`config.mk`:
```
export PLATFORM = sky130hd
export DESIGN_NAME = neuron_layer_sequencer
export DESIGN_NICKNAME = d
export VERILOG_FILES = /design/src/rtl/neuron_pkg.sv /design/src/rtl/mod_counter.sv /design/src/rtl/neuron_layer_sequencer.sv
export SDC_FILE = /design/constraint.sdc
export NUM_CORES = 1
export LEC_CHECK = 0
export CAP_MARGIN = 20
export CORE_UTILIZATION = 40
export CTS_CLUSTER_DIAMETER = 50
export DETAILED_ROUTE_END_ITERATION = 10
export PLACE_DENSITY = 0.89
export SLEW_MARGIN = 30
export SYNTH_ARGS = -nofsm -noshare
export SYNTH_HDL_FRONTEND = slang
export SYNTH_HIERARCHICAL = 1
export SYNTH_SLANG_ARGS = --single-unit
```
`constraint.sdc`:
```
create_clock -name clk -period 1.6 [get_ports clk]
set_input_delay 0.32 -clock clk [delete_from_list [all_inputs] [get_ports clk]]
set_output_delay 0.32 -clock clk [all_outputs]
set_load 0.005 [all_outputs]
```
`src/rtl/neuron_pkg.sv`:
```
// -----------------------------------------------------------------------------
// neuron_pkg
// Shared definitions for the neuron layer sequencer: FSM state encoding,
// default layer geometry and a clog2 helper that never returns less than 1
// (so single-entry address/index ports keep a legal width).
// -----------------------------------------------------------------------------
package neuron_pkg;

    typedef logic [2:0] state_t;

    localparam state_t ST_IDLE    = 3'd0;
    localparam state_t ST_START   = 3'd1;
    localparam state_t ST_FEED    = 3'd2;
    localparam state_t ST_WAIT    = 3'd3;
    localparam state_t ST_CAPTURE = 3'd4;
    localparam state_t ST_DONE    = 3'd5;

    localparam int DEF_M = 18;
    localparam int DEF_N = 4;
    localparam int DEF_K = 3;

    // Bits needed to index v entries, minimum 1.
    function automatic int clog2_min1(input int v);
        int r;
        r = 1;
        for (int i = 1; i < 31; i++)
            if ((1 << i) < v) r = i + 1;
        return r;
    endfunction

endpackage

```
`src/rtl/mod_counter.sv`:
```
// -----------------------------------------------------------------------------
// mod_counter
// Modulo-MOD up counter with synchronous clear and count enable.
//   clk, rst : clock, synchronous active-high reset
//   clr      : synchronous clear (priority over en)
//   en       : advance by one, wrapping MOD-1 -> 0
//   cnt      : current count
//   tc       : terminal count, high while cnt == MOD-1
// -----------------------------------------------------------------------------
module mod_counter #(
    parameter int MOD = 4,
    parameter int W   = 2
) (
    input  logic         clk,
    input  logic         rst,
    input  logic         clr,
    input  logic         en,
    output logic [W-1:0] cnt,
    output logic         tc
);

    assign tc = (cnt == W'(MOD - 1));

    always_ff @(posedge clk) begin
        if (rst || clr)
            cnt <= '0;
        else if (en)
            cnt <= tc ? '0 : cnt + 1'b1;
    end

endmodule

```
`src/rtl/neuron_layer_sequencer.sv`:
```
// -----------------------------------------------------------------------------
// neuron_layer_sequencer
// Runs K neurons back-to-back through one shared serial neuron. Per neuron:
// start pulse, N cycles of input/weight addresses, wait for ready, capture the
// result tagged with its neuron index.
//   clk, rst       : clock, synchronous active-high reset
//   start          : run a layer (sampled only in IDLE)
//   busy / done    : layer in progress / one-cycle completion pulse
//   in_addr        : input index j (FEED only, else 0)
//   w_addr         : weight index k*N + j (FEED only, else 0)
//   neuron_start   : one-cycle start to the neuron
//   neuron_ready   : neuron result valid (only looked at in WAIT)
//   neuron_out     : neuron result
//   res_valid      : one-cycle result strobe
//   res_idx/data   : registered neuron index and result
// Build option: define NEURON_RELU_EN to clamp negative results to 0 on capture.
// -----------------------------------------------------------------------------
module neuron_layer_sequencer
    import neuron_pkg::*;
#(
    parameter int M = DEF_M,
    parameter int N = DEF_N,
    parameter int K = DEF_K,
    localparam int IW = clog2_min1(N),
    localparam int WW = clog2_min1(N * K),
    localparam int KW = clog2_min1(K)
) (
    input  logic          clk,
    input  logic          rst,
    input  logic          start,
    output logic          busy,
    output logic          done,
    output logic [IW-1:0] in_addr,
    output logic [WW-1:0] w_addr,
    output logic          neuron_start,
    input  logic          neuron_ready,
    input  logic [M-1:0]  neuron_out,
    output logic          res_valid,
    output logic [KW-1:0] res_idx,
    output logic [M-1:0]  res_data
);

    // N folded into the address width; N*K-1 always fits in WW bits, so the
    // product k*N + j cannot overflow.
    localparam logic [WW-1:0] N_W = WW'(N);

    state_t        state, state_nxt;
    logic [IW-1:0] j;
    logic [KW-1:0] k;
    logic          j_tc, k_tc;
    logic [M-1:0]  cap_val;

    // j runs only in FEED and is zero everywhere else.
    mod_counter #(.MOD(N), .W(IW)) u_j_cnt (
        .clk (clk),
        .rst (rst),
        .clr (state != ST_FEED),
        .en  (state == ST_FEED),
        .cnt (j),
        .tc  (j_tc)
    );

    // k advances on each non-final CAPTURE and is cleared while idle.
    mod_counter #(.MOD(K), .W(KW)) u_k_cnt (
        .clk (clk),
        .rst (rst),
        .clr (state == ST_IDLE),
        .en  ((state == ST_CAPTURE) && !k_tc),
        .cnt (k),
        .tc  (k_tc)
    );

    // State register
    always_ff @(posedge clk) begin
        if (rst)
            state <= ST_IDLE;
        else
            state <= state_nxt;
    end

    // Next-state logic
    always_comb begin
        state_nxt = state;
        case (state)
            ST_IDLE:    if (start) state_nxt = ST_START;
            ST_START:   state_nxt = ST_FEED;
            ST_FEED:    if (j_tc) state_nxt = ST_WAIT;
            ST_WAIT:    if (neuron_ready) state_nxt = ST_CAPTURE;
            ST_CAPTURE: state_nxt = k_tc ? ST_DONE : ST_START;
            ST_DONE:    state_nxt = ST_IDLE;
            default:    state_nxt = ST_IDLE;
        endcase
    end

    // Output logic
    always_comb begin
        busy         = (state != ST_IDLE);
        neuron_start = (state == ST_START);
        res_valid    = (state == ST_CAPTURE);
        done         = (state == ST_DONE);
        in_addr      = '0;
        w_addr       = '0;
        if (state == ST_FEED) begin
            in_addr = j;
            w_addr  = WW'(k) * N_W + WW'(j);
        end
    end

`ifdef NEURON_RELU_EN
    assign cap_val = neuron_out[M-1] ? '0 : neuron_out;
`else
    assign cap_val = neuron_out;
`endif

    // Result latch: loads on the WAIT->CAPTURE transition, holds otherwise.
    always_ff @(posedge clk) begin
        if (rst) begin
            res_data <= '0;
            res_idx  <= '0;
        end else if ((state == ST_WAIT) && neuron_ready) begin
            res_data <= cap_val;
            res_idx  <= k;
        end
    end

endmodule

```
Yosys cells after proc, flatten, opt, wreduce, memory -nomap -nowiden
Index checks and enable logic that the tools add are counted.

Register bits after elaboration: 27. Input port bits: 22. Output and inout port bits: 30. Logic and storage cells: 36.

Add/subtract/negate cells: 3. Equal/unequal tests: 11. Muxes and demuxes: 9. Reduce and logical (&&, ||, !) cells: 8.

Operators by type and width (number): 3-bit case mux with 5 select lines (1); 3-bit 2-to-1 mux (4); 3-bit by 2-bit equality test with 1-bit output, second input constant (2); 3-bit equality test, second input constant (2); 2-bit 2-to-1 mux (3); 2-bit inequality test, second input constant (3); 2-bit by 1-bit adder with 2-bit output, second input constant (2); 4-bit by 2-bit adder with 4-bit output (1); 2-bit equality test, second input constant (2); 4-bit 2-to-1 mux (1); 3-bit by 1-bit equality test with 1-bit output, second input constant (1); 3-bit logical NOT (1); 3-bit by 2-bit inequality test with 1-bit output, second input constant (1); 3-bit AND reduction (1); 3-bit nonzero test (1); 1-bit logical AND (2); 1-bit logical OR (2); 1-bit logical NOT (1).

Longest topological paths before layout
Word-level depth: 3. Gate-level depth with buffers: 5. Mapped depth without buffers: 4.

Hierarchy
The synthesis kept the hierarchy.

By module, submodules not included: neuron_layer_sequencer (times used 1, cells an instance 117, area an instance 922.1 um^2, seq. area each 460.4 um^2); mod_counter at u_j_cnt (times used 1, cells an instance 8, area an instance 95.1 um^2, seq. area each 40.0 um^2); mod_counter at u_k_cnt (times used 1, cells an instance 9, area an instance 95.1 um^2, seq. area each 40.0 um^2).

Least setup slack after synthesis
No wires, ideal clock.

Path kind: reg-to-reg. Start: register state[0]. End: register u_k_cnt.cnt[0]. Library setup time: 0.079 ns. Arrival time: 1.478 ns. Data required time: 1.521 ns. Path slack: 0.043 ns. Stages on the path, launching flop included: 6. Buffers on the path: 1. Period minus slack after synthesis: 1.557 ns. Cell sequence: dfxtp_1 -> buf_2 -> nor3b_1 -> nor2b_1 -> or3b_1 -> a211oi_2.

Word-level cells in the longest chain between the ends: 2. Elaborated cells between the ends (all ways): 4. Those cells by class: eq/ne: 1; reduce/logical: 3.

RTL lines: start, declared (RTL line neuron_layer_sequencer.sv:47) `state_t state, state_nxt;`; start signal, assigned (RTL line neuron_layer_sequencer.sv:78) `state <= state_nxt;`; 3-bit equality test; named net res_valid (RTL line neuron_layer_sequencer.sv:38) `output logic res_valid,`; 1-bit logical AND (RTL line neuron_layer_sequencer.sv:68) `.en ((state == ST_CAPTURE) && !k_tc),`; end signal, assigned (RTL line mod_counter.sv:28) `cnt <= tc ? '0 : cnt + 1'b1;`; end, declared (RTL line mod_counter.sv:18) `output logic [W-1:0] cnt,`.

The timed path passes the listed nets, and every way through them passes these cells. A chain may end at the register's enable or synchronous reset.

Worst setup path after layout
Start: register state[1]. End: output busy.

Word-level cells in the longest chain between the ends: 1.

RTL lines: 3-bit nonzero test (RTL line neuron_layer_sequencer.sv:97) `busy = (state != ST_IDLE);`; end, declared (RTL line neuron_layer_sequencer.sv:31) `output logic busy,`.

Every way passes these cells.

==> impl_metrics.yaml <==
status:
  status: "finished with violations"
  violations: "negative setup slack"
yosys:
  synth.ff_latch_count: 27
  synth_top_area_share_pct: 48.59
  yosys.area.top_type: "dfxtp_1"
  yosysSeqAreaShare_pct: 48.59
  synth_cell_types: 27
  synthCells: 134
  synthTopCellsByArea: "dfxtp_1 (49%), nand2_1 (14%), a21oi_1 (9.4%)"
  yosys_warnings: 6
  syn_area_per_cell_sq_um: 8.301
  synth_area_sq_mm: 0.001112
  synth.net_count: 157
pwr:
  seqPwrFrac_pct: 55.4
  peakVddDrop_mv: 0.6414
  p_switching_uw: 328.2
  power_mw: 1.261
  internal-power_uw: 933.1
  p_per_area_mw_per_mm2: 673.8
  pwr-share-clk_pct: 24.7
  leakagePower_nw: 0.7039
  switching_share_pct: 26.02
  pwr-share-comb_pct: 19.9
global_routing:
  grt_max_degree: 17
  grt_overflow: 0
  grtUsageTotal_pct: 23.95
  grt_first_pass_wirelength_mm: 5.002
  grt_pass1_vias: 1163
  antenna_found_initial: 0
layout:
  fin_util_pct: 73.55
  insertedDiodeCount: 0
  area_growth_pct: 68.28
  drive_gt1_share_pct: 24.00
  nets: 224
min_path:
  hold_class: "register to register"
  min-delay-start: "res_data[15]"
  min_to: "res_data[15]"
  hold_depth: 2
worst_setup_path:
  r2r_cells: 5
  cp_data_required_time_ns: 1.28
  cp-start-kind: "register"
  arrival_ns: 1.36
  r2r_start: "state[1]"
  critPathMaxFanout: 3
  r2r_setup_slack_ns: 0.04
  critPathKind: "register to output pin"
  worstSetupEndpointType: "output pin"
  r2r_end: "u_k_cnt/cnt[0]"
drt:
  ant_nets: 0
  routed_via_density: 5.213
  dr_wl_met3_microns: 183
  wl_met1_mm: 1.292
  drt_first_pass_iters: 4
  wl_met2_mm: 1.745
  vias: 1199
  wl_per_cell_microns: 14.43
  drt_iter0_markers: 13
  highest_layer: "met4"
  drt-total-wl_mm: 3.319
  drc: 0
timing:
  finClkSkew_ns: 0.0009766
  worst_slack_ns: -0.07540
  rsz0062_at_grt: "yes"
  drv_slew: 0
  slew_headroom_pct: 82.97
  finalCritPeriodShare_pct: 104.7
  period_needed_ns: 1.675
  finalSetupViolCount: 6
  worst_pin_slew_ns: 0.2549
  clock.fmax_ghz: 0.5969
  hold_violations: 0
place:
  io_buffers: 51
  routabilityCongestion: 0.7074
  place_hpwl_mm: 2.203
floorplan:
  rows: 18
  dieArea_sq_mm: 0.002996
  fp.dieH_microns: 54.74
  initial_utilization_pct: 43.71
  die_w_microns: 54.74
  core_area_sq_mm: 0.002545
  io_pins: 52
clocking:
  clk_pin_slew_ns: 0.15
  cts_max_level: 1
  clockRootBuffer: "clkbuf_4"
  clk_latency_ns: 0.33
  clock-sinks: 27
  cts_buffer_depth: 2
  cts_buffers: 3
  cts_tree: "yes"
run:
  maxCapViolations: 0
==> stage by stage <==
stage / hold slack [ns] / instances / instance area (sq um) / setup TNS (ns) / setup WS [ns]
after floorplan: 0.3846 / 134 / 1112 / 0 / 0.04284
after global placement: 0.4411 / 215 / 1679 / 0 / 0.02775
after detailed placement: 0.4489 / 215 / 1679 / -0.2103 / -0.05359
after CTS: 0.4696 / 226 / 1808 / -0.2122 / -0.08250
after global routing: 0.4933 / 230 / 1872 / -0.6259 / -0.1051
final: 0.4681 / 230 / 1872 / -0.3706 / -0.07540
==> metal layers <==
layer | GRT usage [%] | vias to the layer above
met2 | 45.98 | 49
met3 | 4.167 | 8
met5 | 0 | -
li1 | - | 580
met4 | 13.25 | 0
met1 | 23.62 | 562
==> power by group through the flow <==
| stage | sequential (mW) | clock (mW) | combinational [mW] |
|---|---|---|---|
| 2_1_floorplan | 0.709 | 0 | 0.0695 |
| 3_3_place_gp | 0.712 | 0 | 0.171 |
| 4_1_cts | 0.696 | 0.315 | 0.223 |
| 5_1_grt | 0.701 | 0.344 | 0.268 |
| 3_5_place_dp | 0.714 | 0 | 0.178 |
| 6_report | 0.698 | 0.311 | 0.251 |
==> flip-flops by register name, summed over array words and instances, names as in the netlist <==
signal,flops
res_data,18
state,3
res_idx,2
u_j_cnt/cnt,2
u_k_cnt/cnt,2
==> area by class of cell <==
cell class | count | area [sq um]
timing repair buffer | 72 | 683.2
tap | 30 | 37.54
multi-input combinational | 95 | 561.8
clock buffer | 3 | 22.52
clock inverter | 1 | 7.507
fill | 202 | 673.1
sequential | 27 | 551.8
inverter | 2 | 7.507
==> critical path, stage by stage, from the launching register on <==
cell and delay, ns:
dfxtp_4 0.38, buf_6 0.11, or3_4 0.40, buf_6 0.13
==> what timing repair did <==
| action | 4_1_cts | 5_1_grt |
|---|---|---|
| setup endpoints to repair | 11 | 10 |
| pin swaps | 3 | 3 |
| buffers inserted | 7 | 4 |
| hold buffers | 0 | 0 |
| gates resized for setup | 54 | 13 |
==> kinds of logic (layout without fill, tap and decap cells) <==
logic type,after synthesis,in the layout,share of synthesized area (%)
AO/OA/AOI/OAI,26,26,13.84
adder cells (fa/ha/maj),1,1,1.125
buffers and inverters,12,78,5.737
flip-flops,27,27,48.59
multiplexers,2,2,1.800
AND/OR/NAND/NOR,66,66,28.91
==> cell usage in the layout (no fill, tap or decap), types with 2 or more instances in the layout <==
cell	Yosys	layout
nand2_1	41	41
clkdlybuf4s50_1	0	41
dfxtp_1	27	24
a21oi_1	21	21
buf_4	4	15
buf_6	0	12
nand2b_1	4	4
and3_4	0	3
clkbuf_4	0	3
dfxtp_4	0	3
inv_1	2	2
and3_1	5	2
mux2i_1	2	2
buf_2	3	2
or3b_1	2	2
a211oi_2	2	2
==> Yosys cell counts, drive strengths merged <==
cell / n
a211oi: 3
a21o: 1
a21oi: 21
a221oi: 1
and2: 1
and3: 5
and3b: 1
and4b: 1
buf: 7
clkbuf: 3
dfxtp: 27
ha: 1
inv: 2
mux2i: 2
nand2: 41
nand2b: 4
nand3b: 1
nand4b: 1
nor2: 2
nor2b: 2
nor3: 1
nor3b: 2
nor4: 1
or3: 1
or3b: 2
==> worst max path at each step <==
stage          depth (start not counted)  slack, ns  startpoint              to
2_1_floorplan                          5       0.04    state[0]  u_k_cnt/cnt[0]
4_1_cts                                3      -0.08    state[2]            busy
3_5_place_dp                           3      -0.05    state[2]      in_addr[1]
3_3_place_gp                           3       0.03    state[2]      in_addr[0]
6_report                               3      -0.08    state[1]            busy
5_1_grt                                5      -0.11    state[2]      in_addr[0]
(Power assumes the default switching activity.)
